===== src/rtl/iir_dsp_pkg.sv =====
// Shared types for the IIR filter datapath: sample width, sample type and
// decimator FSM state encoding.
package iir_dsp_pkg;

  localparam int unsigned SAMPLE_W = 16;

  typedef logic signed [SAMPLE_W-1:0] sample_t;

  typedef enum logic [0:0] {
    DEC_IDLE,
    DEC_ACC
  } dec_state_e;

endpackage


===== src/rtl/iir_decimator_if.sv =====
// Sample input, result handshake and overflow status bundle of iir_decimator.
// drop_cnt exists only when IIR_DECIMATOR_DROP_CNT_EN is defined.
interface iir_decimator_if
  import iir_dsp_pkg::*;
#(
  parameter int unsigned DW = SAMPLE_W
) ();

  logic signed [DW-1:0] in_data;
  logic                 in_valid;
  logic                 sync_clr;
  logic signed [DW-1:0] out_data;
  logic                 out_valid;
  logic                 out_ready;
  logic                 ovf;
  logic                 clr_ovf;
`ifdef IIR_DECIMATOR_DROP_CNT_EN
  logic [7:0]           drop_cnt;
`endif

  modport master (
`ifdef IIR_DECIMATOR_DROP_CNT_EN
    input  drop_cnt,
`endif
    output in_data,
    output in_valid,
    output sync_clr,
    output out_ready,
    output clr_ovf,
    input  out_data,
    input  out_valid,
    input  ovf
  );

  modport slave (
`ifdef IIR_DECIMATOR_DROP_CNT_EN
    output drop_cnt,
`endif
    input  in_data,
    input  in_valid,
    input  sync_clr,
    input  out_ready,
    input  clr_ovf,
    output out_data,
    output out_valid,
    output ovf
  );

endinterface


===== src/rtl/dec_out_fifo.sv =====
// Two-entry circular result buffer. A push into a full buffer is accepted only
// when a pop frees a slot in the same cycle; otherwise it is dropped and flagged.
module dec_out_fifo
  import iir_dsp_pkg::*;
#(
  parameter int unsigned DW = SAMPLE_W
) (
  input  logic                 clk,
  input  logic                 rst,
  input  logic                 clr,
  input  logic                 push,
  input  logic signed [DW-1:0] push_data,
  input  logic                 pop,
  output logic signed [DW-1:0] rd_data,
  output logic                 empty,
  output logic                 drop
);

  logic signed [DW-1:0] mem [2];
  logic                 wr_ptr;
  logic                 rd_ptr;
  logic [1:0]           count;
  logic                 full;
  logic                 pop_ok;
  logic                 push_ok;

  always_comb begin
    empty   = (count == 2'd0);
    full    = (count == 2'd2);
    pop_ok  = pop && !empty;
    push_ok = push && (!full || pop_ok);
    drop    = push && !push_ok && !clr;
    rd_data = mem[rd_ptr];
  end

  always_ff @(posedge clk or posedge rst) begin
    if (rst) begin
      mem[0] <= '0;
      mem[1] <= '0;
      wr_ptr <= 1'b0;
      rd_ptr <= 1'b0;
      count  <= 2'd0;
    end else if (clr) begin
      mem[0] <= '0;
      mem[1] <= '0;
      wr_ptr <= 1'b0;
      rd_ptr <= 1'b0;
      count  <= 2'd0;
    end else begin
      if (push_ok) begin
        mem[wr_ptr] <= push_data;
        wr_ptr      <= ~wr_ptr;
      end
      if (pop_ok) begin
        rd_ptr <= ~rd_ptr;
      end
      case ({push_ok, pop_ok})
        2'b10:   count <= count + 2'd1;
        2'b01:   count <= count - 2'd1;
        default: count <= count;
      endcase
    end
  end

endmodule


===== src/rtl/iir_decimator.sv =====
// Boxcar decimator: averages DECIM samples with round-half-up and queues results
// in a 2-entry buffer. Define IIR_DECIMATOR_DROP_CNT_EN to add the drop counter.
module iir_decimator
  import iir_dsp_pkg::*;
#(
  parameter int unsigned DECIM = 4,
  parameter int unsigned DW    = SAMPLE_W
) (
  input logic            clk,
  input logic            rst,
  iir_decimator_if.slave bus
);

  localparam int unsigned LOG2_DECIM = $clog2(DECIM);
  localparam int unsigned SW         = DW + LOG2_DECIM;

  if (DECIM < 2 || DECIM > 64 || (DECIM & (DECIM - 1)) != 0) begin : g_bad_decim
    $error("iir_decimator: DECIM must be a power of two in 2..64");
  end

  localparam logic [LOG2_DECIM-1:0] LAST_PHASE = LOG2_DECIM'(DECIM - 1);
  localparam logic signed [SW-1:0]  ROUND_BIAS = SW'(1 << (LOG2_DECIM - 1));

  dec_state_e            state;
  logic [LOG2_DECIM-1:0] phase;
  logic signed [SW-1:0]  acc;
  logic signed [SW-1:0]  sample_ext;
  logic signed [SW-1:0]  sum;
  logic signed [SW-1:0]  rounded;
  logic signed [DW-1:0]  result;
  logic signed [DW-1:0]  emit_data;
  logic                  emit_valid;
  logic                  fifo_empty;
  logic                  drop;
  logic                  ovf_q;

  // Sum of DECIM full-scale samples plus the bias cannot exceed SW bits.
  always_comb begin
    sample_ext = SW'(bus.in_data);
    sum        = acc + sample_ext;
    rounded    = sum + ROUND_BIAS;
    result     = DW'(rounded >>> LOG2_DECIM);
  end

  always_ff @(posedge clk or posedge rst) begin
    if (rst) begin
      state      <= DEC_IDLE;
      phase      <= '0;
      acc        <= '0;
      emit_data  <= '0;
      emit_valid <= 1'b0;
    end else if (bus.sync_clr) begin
      state      <= DEC_IDLE;
      phase      <= '0;
      acc        <= '0;
      emit_data  <= '0;
      emit_valid <= 1'b0;
    end else begin
      emit_valid <= 1'b0;
      if (bus.in_valid) begin
        case (state)
          DEC_IDLE: begin
            acc   <= sample_ext;
            phase <= LOG2_DECIM'(1);
            state <= DEC_ACC;
          end
          DEC_ACC: begin
            if (phase == LAST_PHASE) begin
              emit_data  <= result;
              emit_valid <= 1'b1;
              acc        <= '0;
              phase      <= '0;
              state      <= DEC_IDLE;
            end else begin
              acc   <= sum;
              phase <= phase + LOG2_DECIM'(1);
            end
          end
          default: state <= DEC_IDLE;
        endcase
      end
    end
  end

  dec_out_fifo #(
    .DW(DW)
  ) u_fifo (
    .clk      (clk),
    .rst      (rst),
    .clr      (bus.sync_clr),
    .push     (emit_valid),
    .push_data(emit_data),
    .pop      (bus.out_ready),
    .rd_data  (bus.out_data),
    .empty    (fifo_empty),
    .drop     (drop)
  );

  assign bus.out_valid = !fifo_empty;

  // A drop in the same cycle as clr_ovf keeps the flag set.
  always_ff @(posedge clk or posedge rst) begin
    if (rst) begin
      ovf_q <= 1'b0;
    end else if (drop) begin
      ovf_q <= 1'b1;
    end else if (bus.clr_ovf) begin
      ovf_q <= 1'b0;
    end
  end

  assign bus.ovf = ovf_q;

`ifdef IIR_DECIMATOR_DROP_CNT_EN
  logic [7:0] drop_cnt_q;

  always_ff @(posedge clk or posedge rst) begin
    if (rst) begin
      drop_cnt_q <= 8'd0;
    end else if (bus.clr_ovf) begin
      drop_cnt_q <= {7'd0, drop};
    end else if (drop && drop_cnt_q != 8'hff) begin
      drop_cnt_q <= drop_cnt_q + 8'd1;
    end
  end

  assign bus.drop_cnt = drop_cnt_q;
`endif

endmodule


===== src/flat_wrapper.sv =====
// flat-port wrapper written by rule: the top's interface ports become plain ports
module iir_decimator_flat import iir_dsp_pkg::*;
#(
  parameter int unsigned DECIM = 4,
  parameter int unsigned DW    = SAMPLE_W
)
  (clk, rst, bus_in_data, bus_in_valid, bus_sync_clr, bus_out_ready, bus_clr_ovf, bus_out_data, bus_out_valid, bus_ovf);
  iir_decimator_if #(.DW(DW)) bus_i ();
  input logic clk;
  input logic rst;
  input wire logic [$bits(bus_i.in_data)-1:0] bus_in_data;
  input wire logic [$bits(bus_i.in_valid)-1:0] bus_in_valid;
  input wire logic [$bits(bus_i.sync_clr)-1:0] bus_sync_clr;
  input wire logic [$bits(bus_i.out_ready)-1:0] bus_out_ready;
  input wire logic [$bits(bus_i.clr_ovf)-1:0] bus_clr_ovf;
  output wire logic [$bits(bus_i.out_data)-1:0] bus_out_data;
  output wire logic [$bits(bus_i.out_valid)-1:0] bus_out_valid;
  output wire logic [$bits(bus_i.ovf)-1:0] bus_ovf;
  assign bus_i.in_data = bus_in_data;
  assign bus_i.in_valid = bus_in_valid;
  assign bus_i.sync_clr = bus_sync_clr;
  assign bus_i.out_ready = bus_out_ready;
  assign bus_i.clr_ovf = bus_clr_ovf;
  assign bus_out_data = bus_i.out_data;
  assign bus_out_valid = bus_i.out_valid;
  assign bus_ovf = bus_i.ovf;
  iir_decimator #(.DECIM(DECIM), .DW(DW)) u_core (.clk(clk), .rst(rst), .bus(bus_i));
endmodule

===== config.mk =====
export PLATFORM = sky130hd
export DESIGN_NAME = iir_decimator_flat
export DESIGN_NICKNAME = d
export VERILOG_FILES = /design/src/rtl/iir_dsp_pkg.sv /design/src/rtl/iir_decimator_if.sv /design/src/rtl/dec_out_fifo.sv /design/src/rtl/iir_decimator.sv /design/src/flat_wrapper.sv
export SDC_FILE = /design/constraint.sdc
export NUM_CORES = 1
export LEC_CHECK = 0
export CAP_MARGIN = 15
export CORE_UTILIZATION = 47
export CTS_CLUSTER_SIZE = 20
export DETAILED_ROUTE_END_ITERATION = 10
export PLACE_DENSITY_LB_ADDON = 0.12
export SYNTH_ARGS = -nofsm -noshare
export SYNTH_HDL_FRONTEND = slang
export SYNTH_SLANG_ARGS = --single-unit

===== constraint.sdc =====
create_clock -name clk -period 4.1 [get_ports clk]
set_input_delay 1.23 -clock clk [delete_from_list [all_inputs] [get_ports clk]]
set_output_delay 1.23 -clock clk [all_outputs]
set_load 0.02 [all_outputs]

[Word level (Yosys, flattened, before mapping)]
Index checks and enable logic that the tools add are counted.
Word-level totals
  logic and storage cells: 83
  input bits: 22
  register bits: 75
  output and inout port bits: 18
Cells by class
  add/subtract/negate cells: 5
  $lt $le $gt $ge: 3
  eq/ne operators: 4
  muxes and demuxes: 36
  bitwise operators: 5
  reduce and logical (&&, ||, !) cells: 19
Operator list (count)
  $mux 16: 8
  $mux 32: 2
  $mux 18: 3
  $pmux 18 s2: 1
  $bwmux 32: 1
  $add 18x16->18: 1
  $add 18x3->18 const B: 1
  $demux 16 s1: 1
  $mux 1: 13
  $reduce_bool 2->1: 6
  $mux 2: 4
  $pmux 2 s2: 2
  $eq 2x2->1 const B: 3
  $logic_and 1x1->1: 5
  $add 2x1->2 const B: 2
  $ge 2x2->1 const B: 2
  $logic_not 1->1: 4
  $not 1->2: 2
  $not 1->1: 3
  $reduce_and 3->1: 1
  $reduce_bool 3->1: 1
  $eq 2x1->1 const B: 1
  $logic_not 2->1: 1
  $lt 2x1->1 const B: 1
  3 further kinds: 3

[Logic depth before layout (Yosys ltp)]
Gate-level depths: netlist of run 1.
  word-level depth: 9
  gate-level depth with buffers: 12
  gate-level depth less buffers: 12

[Hierarchy]
From an unflattened synthesis of run 1, not the netlist that was laid out.
Unflattened totals
  cells, all modules: 451
  area total of the unflattened synthesis: 4464.3 sq um
Modules (own cells, without submodules)
  iir_decimator: area an instance 2829.0 sq um, instances 1, cells each 332
  dec_out_fifo: area an instance 1635.3 sq um, instances 1, cells each 119

[Worst setup path before layout of run 1]
Ideal clock, no wire load.
  kind: input to register
  from: input bus_in_data[0]
  to: register u_core.emit_data[14]
  data arrival time: 3.686 ns
  slack: 0.293 ns
  cell stages on the path: 12
  path through: ha_1 inv_1 fa_1 and2b_1 o2111ai_1 a21oi_1 o211a_2 nand3_1 a2111oi_4 nand3_1 xnor2_1 a22o_1
On the way
  cells in the longest elaborated chain, start to end: 6
Ends and longest elaborated chain
  from (decl): RTL line flat_wrapper.sv:11  | input wire logic [$bits(bus_i.in_data)-1:0] bus_in_data;
  $add 18x16->18: RTL line iir_decimator.sv:40  | sum = acc + sample_ext;
  $add 18x3->18: RTL line iir_decimator.sv:41  | rounded = sum + ROUND_BIAS;
  $mux 16: RTL line iir_decimator.sv:68  | if (phase == LAST_PHASE) begin
  $mux 16: RTL line iir_decimator.sv:61  | case (state)
  $mux 16: RTL line iir_decimator.sv:60  | if (bus.in_valid) begin
  $mux 16: RTL line iir_decimator.sv:52  | end else if (bus.sync_clr) begin
  to (signal assigned): RTL line iir_decimator.sv:69  | emit_data <= result;
  to (decl): RTL line iir_decimator.sv:31  | logic signed [DW-1:0] emit_data;
Every way passes these cells. The select of a mux whose other input is x is not followed.
A chain may end at the register's enable or synchronous reset.

[Worst setup path in the final report of run 1]
  from: input bus_in_data[8]
  to: register u_core.acc[17]
On the way
  cells in the longest elaborated chain, start to end: 5
Ends and longest elaborated chain
  $add 18x16->18: RTL line iir_decimator.sv:40
  $mux 18: RTL line iir_decimator.sv:68
  $pmux 18 s2: RTL line iir_decimator.sv:61
  $mux 18: RTL line iir_decimator.sv:60
  $mux 18: RTL line iir_decimator.sv:52
  to (signal assigned): RTL line iir_decimator.sv:63  | acc <= sample_ext;
  to (signal assigned): RTL line iir_decimator.sv:75  | acc <= sum;
  to (decl): RTL line iir_decimator.sv:26  | logic signed [SW-1:0] acc;
Every way passes these cells. The select of a mux whose other input is x is not followed.

==> results.md, run 1 <==
- Most frequent cells in the layout: 75 x dfrtp_1, 44 x buf_4, 37 x clkdlybuf4s50_1
- Synth area leaders: dfrtp_1 43%, a22o_1 7.2%, ha_1 5.5%
- Syn_nets: 476
- Cell Int Power: 1.278 mW
- Reg area: 0.001877 sq mm
- Simple-Gate Fraction of Synth Area: 0.1419
- Main combinational cell family by area after synthesis: compound AO/OA/AOI/OAI gates
- Worst Path Max Fanout: 5
- Clock power frac: 0.328
- Final Net Count: 551
- Avg Cell Area, Syn: 10.04 sq um
- First-pass GRT wire length: 17.37 mm
- Final setup viols: 0
- Vias per std cell: 5.651
- Clock sinks: 75
- Register area share after synthesis: 0.4308
- WL/cell: 16.23 um
- Share of layout cells above drive strength 1: 0.2004
- Largest net degree at the start of global routing: 35
- PD cells: 342.3 mW/mm^2
- Seq cells post-synth: 75
- # H-tree levels: 3
- Part of the power in registers: 0.417
- Yosys warns: 0
- Max Slew Vio Count: 0
- Fraction of synthesized area in multiplexers: 0.04365
- Final wirelength: 10.10 mm
- Synth top area share: 0.4308
- Vias in the first global route: 3462
- Die width: 98.28 um
- Final ANT Viol Nets: 0
- Non-filler cells, final: 622
- Dpl cell area: 0.005136 sq mm
- DRT Pass-1 Iters: 7
- Post-synth EDFFs: 0
- Post-Synthesis Cells: 434
- Io pins: 40
- Antenna Diode Count: 0
- Failing checks: DRC
- Die area: 0.009659 sq mm
- Routed via count: 3515
- Lkg Pwr: 2.442 nW
- Drt drc: 3
- Combinational Power Share: 0.255
- Peak VDD IR: 0.1473 mV
- Endpoints failing hold: 0
- CTS root buffer: clkbuf_8
- Sw power: 0.5624 mW
- Row cnt: 34
- Compound-Gate Fraction of Synth Area: 0.2318
- WS Path Type: primary input to flip-flop
- Layout fillers: 798
- Post-CTS Hold Buffers: 0
- Status: complete, but fails checks
- Worst-Margin Slew: 0.8989 ns
- Leading area contributor after synthesis: dfrtp_1
- Worst-path clk slew: 0.08 ns
- Core footprint: 0.008848 sq mm
- RSZ-0062 raised after global routing: no
- Post-Synth XOR/XNOR Area: 0.06404
- Die Y: 98.28 um
- Area Overhead vs Synth: 23.43%
- Hold WC Path Type: flip-flop to flip-flop
- Ys async rst share: 1.000
- Final period util: 0.9554
- Area of the multi-input gates: 0.002371 sq mm
- Sw Ratio: 0.3055
- Initial Util: 0.4924
- Drt first-iter violations: 134
- Cell variety after synth: 62
- Endpoint class of the critical path: flip-flop
- Gpl congestion: 0.9123
- Port Buffers: 39
- Placed Cells incl. Taps: 605
- Post-CTS setup buffers: 0
- Clk_lat worst skew: 0.35 ns
- CTS tree: built
- Clk_skew: 0.008384 ns
- Gr ovfl total: 0
- Fin area: 0.005378 sq mm
- Post-CTS sizing: 0
- Hpwl dp: 7.191 mm
- Req. time, crit path: 4.35 ns
- Place WS: -0.2983 ns
- Initial antenna violation count: 0
- Mapped Area: 0.004357 sq mm
- Post-Synth Adder-Cell Area: 0.05916
- Worst setup margin: 0.1828 ns
- GRT Total Usage: 0.2266
- Clock tree buffer depth: 2
- Inserted Clock Buffers: 9
- Relative slew margins: 0.3985
- Worst setup SP type: primary input
- Crit path DAT: 4.16 ns
- Synth Flop Type: dfrtp_1
- Minimum clock period: 3.917 ns
- Most common cell after layout, fill and taps aside: dfrtp_1
- Max-cap viol count: 0
- Max Freq: 0.2553 GHz
cell usage after synthesis (all sizes together), types with 2 or more instances:
cell and instances:
nor2 37, a31oi 2, nand2b 3, nor4 2, o21a 5, mux2 16
a21boi 3, xor2 12, o21ai 30, o21bai 3, nand2 34, ha 19
a21oi 17, a21o 4, nand3 6, a211o 2, nor3 17, nor3b 3
xnor2 19, a221oi 9, dfrtp 75, o22ai 2, a2111oi 2, inv 13
clkbuf 19, nor2b 2, o211ai 2, and3 4, nand4 3, a211oi 10
a22o 36, or2 5, or3 2
power groups by stage:
| stage | combinational (mW) | sequential, mW | clock, mW |
|---|---|---|---|
| floorplan | 0.294 | 0.777 | 0 |
| global placement | 0.458 | 0.781 | 0 |
| detailed placement | 0.463 | 0.782 | 0 |
| CTS | 0.465 | 0.767 | 0.620 |
| global route | 0.519 | 0.770 | 0.658 |
| finish | 0.469 | 0.768 | 0.604 |
flip-flops by register name (all words and copies together) (netlist names):
signal / cells
u_core.bus.ovf: 1
u_core.state: 1
u_core.acc: 18
u_core.u_fifo.mem: 32
u_core.phase: 2
u_core.u_fifo.wr_ptr: 1
u_core.u_fifo.count: 2
u_core.u_fifo.rd_ptr: 1
u_core.emit_data: 16
u_core.emit_valid: 1
kinds of logic (layout without fill, tap and decap cells):
group / count (synthesis) / in the layout
AO/OA/AOI/OAI: 135 / 135
AND/OR/NAND/NOR: 123 / 123
flip-flops: 75 / 75
buffers and inverters: 33 / 113
XOR/XNOR: 31 / 31
adder cells (fa/ha/maj): 20 / 20
multiplexers: 17 / 17
metrics by stage:
stage	hold WS (ns)	total power [mW]	TNS, ns	utilization
final	0.4971	1.841	0	0.6077
after floorplan	0.4428	1.071	0	-
after global placement	0.4738	1.240	-1.535	0.5805
after CTS	0.5020	1.852	0	0.6041
after global routing	0.5196	1.947	0	0.6077
after detailed placement	0.4797	1.245	-1.886	0.5805
layout make-up:
type	count	area share
clock buffer	10	0.02559
timing repair buffer	84	0.1370
clock inverter	6	0.01326
tap	108	0.02513
sequential	75	0.3490
multi-input combinational	326	0.4409
inverter	13	0.009074
routing by layer:
metal,global-route usage,vias to the layer above,part of all wire
li1,-,1750,-
met1,0.3244,1700,0.49
met2,0.3554,60,0.46
met3,0.03722,5,0.038
met4,0.06544,0,0.0062
met5,0,-,0
worst max-delay path, cell delays in order:
cell	delay, ns
clkdlybuf4s50_1	0.46
ha_1	0.39
and3_4	0.19
and3_1	0.19
a2111oi_1	0.44
buf_4	0.19
o21bai_1	0.09
a31o_1	0.23
a21oi_1	0.21
xnor2_1	0.21
nand2_1	0.11
a22o_1	0.21
worst paths after layout:
check                                        endpoint      startpoint  slack [ns]  cells after the start
worst max-delay path                   u_core.acc[17]  bus_in_data[8]        0.18                     12
min in group asynchronous       u_core.u_fifo.mem[11]             rst        1.29                      2
max in group asynchronous         u_core.emit_data[9]             rst        2.05                      3
worst max register to register   u_core.emit_data[15]   u_core.acc[0]        0.97                     12
worst min register to register         u_core.bus.ovf  u_core.bus.ovf        0.50                      2
worst min-delay path                   u_core.bus.ovf  u_core.bus.ovf        0.50                      2
Power figures use the tool's default switching activity.
==> run 2, diff against run 1 <==
==> constraint.sdc (replaced) <==
create_clock -name clk -period 4.1 [get_ports clk]
set_input_delay 0.615 -clock clk [delete_from_list [all_inputs] [get_ports clk]]
set_output_delay 0.615 -clock clk [all_outputs]
set_load 0.02 [all_outputs]
==> run 2 against run 1 <==
The run now ends clean; sequential share of layout area grew 2.0 points; clock skew is 0.0088 ns higher; sequential power about the same; critical path type unchanged; largest cell class unchanged.
==> results.md, run 2 (synthesis gave the netlist of run 1 again) <==
- Core footprint: 0.008848 sq mm (unchanged)
- Antenna Diode Count: 0 (unchanged)
- Crit path DAT: 3.78 ns (-0.38 ns)
- Endpoints failing hold: 0 (unchanged)
- Gpl congestion: 0.8736 (-4.2%)
- Crit Reg-Reg Endpoint: u_core.emit_data[14]
- Hpwl dp: 6.918 mm (-3.8%)
- Placed Cells incl. Taps: 574 (-5.1%)
- Relative slew margins: 0.4080 (+0.009547)
- WL/cell: 16.88 um (+4.0%)
- Final setup viols: 0 (unchanged)
- Worst r2r path cells: 12 (unchanged)
- Fin util: 0.5747 (-0.03309)
- Area Overhead vs Synth: 16.71%
- Clock power frac: 0.314 (-0.014)
- Share of layout cells above drive strength 1: 0.1369 (-0.06346)
- Cell Int Power: 1.151 mW (-10%)
- Sw power: 0.5537 mW (-1.5%)
- Final ANT Viol Nets: 0 (unchanged)
- RSZ-0062 raised after global routing: no
- Io pins: 40 (unchanged)
- Lkg Pwr: 2.259 nW (-7.5%)
- Max Freq: 0.2821 GHz (+11%)
- Row cnt: 34 (unchanged)
- Inserted Clock Buffers: 9 (unchanged)
- Final Net Count: 519 (-5.8%)
- Die Y: 98.28 um (unchanged)
- Initial antenna violation count: 0 (unchanged)
- Dpl cell area: 0.004903 sq mm (-4.5%)
- Max-cap viol count: 0 (unchanged)
- Status: finished, final reports clean
- Initial Util: 0.4924 (unchanged)
- Peak VDD IR: 0.1912 mV (+30%)
- Combinational Power Share: 0.235 (-0.020)
- Reg2reg setup slack: 0.94 ns (-0.03 ns)
- Worst-Margin Slew: 0.8847 ns (-0.01427 ns)
- Worst hold endpoint: u_core.acc[16]
- Port Buffers: 39 (unchanged)
- Worst Path Max Fanout: 4 (-1)
- Minimum clock period: 3.544 ns (-0.3727 ns)
- Drt drc: 0 (-3)
- Sw Ratio: 0.3249 (+0.01936)
- First-pass GRT wire length: 16.87 mm (-2.9%)
- GRT Total Usage: 0.2210 (-0.005631)
- Max reg flops: 32 (unchanged)
- Clk_lat worst skew: 0.35 ns (about the same)
- WS Path Type: primary input to flip-flop
- Die area: 0.009659 sq mm (unchanged)
- Non-filler cells, final: 590 (-5.1%)
- Post-CTS Hold Buffers: 0 (unchanged)
- Post-CTS setup buffers: 0 (unchanged)
- Hold Startpoint: u_core.acc[16]
- Clock sinks: 75 (unchanged)
- Worst setup SP type: primary input
- Fin area: 0.005085 sq mm (-5.4%)
- Final setup TNS: 0 ns (unchanged)
- DRT Pass-1 Iters: 6 (-1)
- Endpoint class of the critical path: flip-flop
- Final wirelength: 9.961 mm (-1.4%)
- Most frequent cells in the layout: 75 x dfrtp_1, 39 x clkdlybuf4s50_1, 36 x a22o_1, 36 x nor2_1, 34 x nand2_1
- Vias in the first global route: 3370 (-2.7%)
- Post-CTS sizing: 0 (unchanged)
- R2r startpoint: u_core.acc[0]
- CTS root buffer: clkbuf_8
- Gr ovfl total: 0 (unchanged)
- Clock tree buffer depth: 2 (unchanged)
- Die width: 98.28 um (unchanged)
- Most flops, register: u_core.u_fifo.mem
- Largest regs: u_core.u_fifo.mem x32, u_core.acc x18, u_core.emit_data x16
- Most common cell after layout, fill and taps aside: dfrtp_1
- Worst hold path depth: 2 (unchanged)
- Req. time, crit path: 4.34 ns (about the same)
- Vias per std cell: 5.778 (+2.2%)
- Drt first-iter violations: 124 (-7.5%)
- PD cells: 335.2 mW/mm^2 (-2.1%)
- Largest net degree at the start of global routing: 32 (-8.6%)
- Final period util: 0.8645 (-0.09091)
- Clk_skew: 0.01721 ns (+0.008828 ns)
- Max Slew Vio Count: 0 (unchanged)
- Worst-path clk slew: 0.09 ns (about the same)
- Total power: 1.704 mW (-7.4%)
- Part of the power in registers: 0.450 (+0.033)
- Routed via count: 3409 (-3.0%)
- CTS tree: built
- Hold WC Path Type: flip-flop to flip-flop
- # H-tree levels: 3 (unchanged)
[run 2: final cells by class]
| cell class | count | area [sq um] |
|---|---|---|
| clock inverter | 7 | 57.56 |
| tap | 108 | 135.1 |
| multi-input combinational | 326 | 2355 |
| fill | 791 | 3764 |
| clock buffer | 9 | 123.9 |
| inverter | 13 | 48.80 |
| sequential | 75 | 1877 |
| timing repair buffer | 52 | 488.0 |
[run 2: power by group through the flow]
stage               clock network, mW  registers (mW)  logic (mW)
floorplan                           0           0.777       0.294
global placement                    0           0.781       0.395
detailed placement                  0           0.782       0.398
CTS                             0.555           0.768       0.400
global route                    0.587           0.770       0.442
finish                          0.535           0.768       0.401
[run 2: critical path, cell delays in order]
cell and delay (ns):
clkdlybuf4s50_1 0.48, ha_1 0.21, inv_1 0.07, fa_1 0.39, and2b_1 0.23, o2111ai_1 0.20, a21oi_1 0.26, o211a_2 0.27
nand3_1 0.16, a2111oi_4 0.41, nand3_1 0.15, xnor2_1 0.14, a22o_1 0.18
[run 2: routing by layer]
metal,vias up,share of wire,track usage
met3,9,0.038,0.03579
met4,0,0.012,0.06889
met2,65,0.46,0.3467
met1,1649,0.49,0.3140
li1,1686,-,-
met5,-,0,0
[run 2: worst max-delay path by stage]
stage	slack (ns)	endpoint	start	depth (start not counted)
2_1_floorplan	0.91	u_core.emit_data[14]	bus_in_data[0]	12
3_3_place_gp	0.28	u_core.emit_data[14]	bus_in_data[0]	13
3_5_place_dp	0.22	u_core.emit_data[14]	bus_in_data[0]	13
4_1_cts	0.57	u_core.emit_data[14]	bus_in_data[0]	13
5_1_grt	0.31	u_core.emit_data[14]	bus_in_data[0]	13
6_report	0.56	u_core.emit_data[14]	bus_in_data[0]	13
[run 2: stage by stage]
| step | worst slack, ns | hold WS [ns] |
|---|---|---|
| after global placement | 0.2793 | 0.4646 |
| final | 0.5555 | 0.4884 |
| after detailed placement | 0.2238 | 0.4706 |
| after global routing | 0.3134 | 0.5147 |
| after CTS | 0.5739 | 0.4935 |
| after floorplan | 0.9084 | 0.4428 |
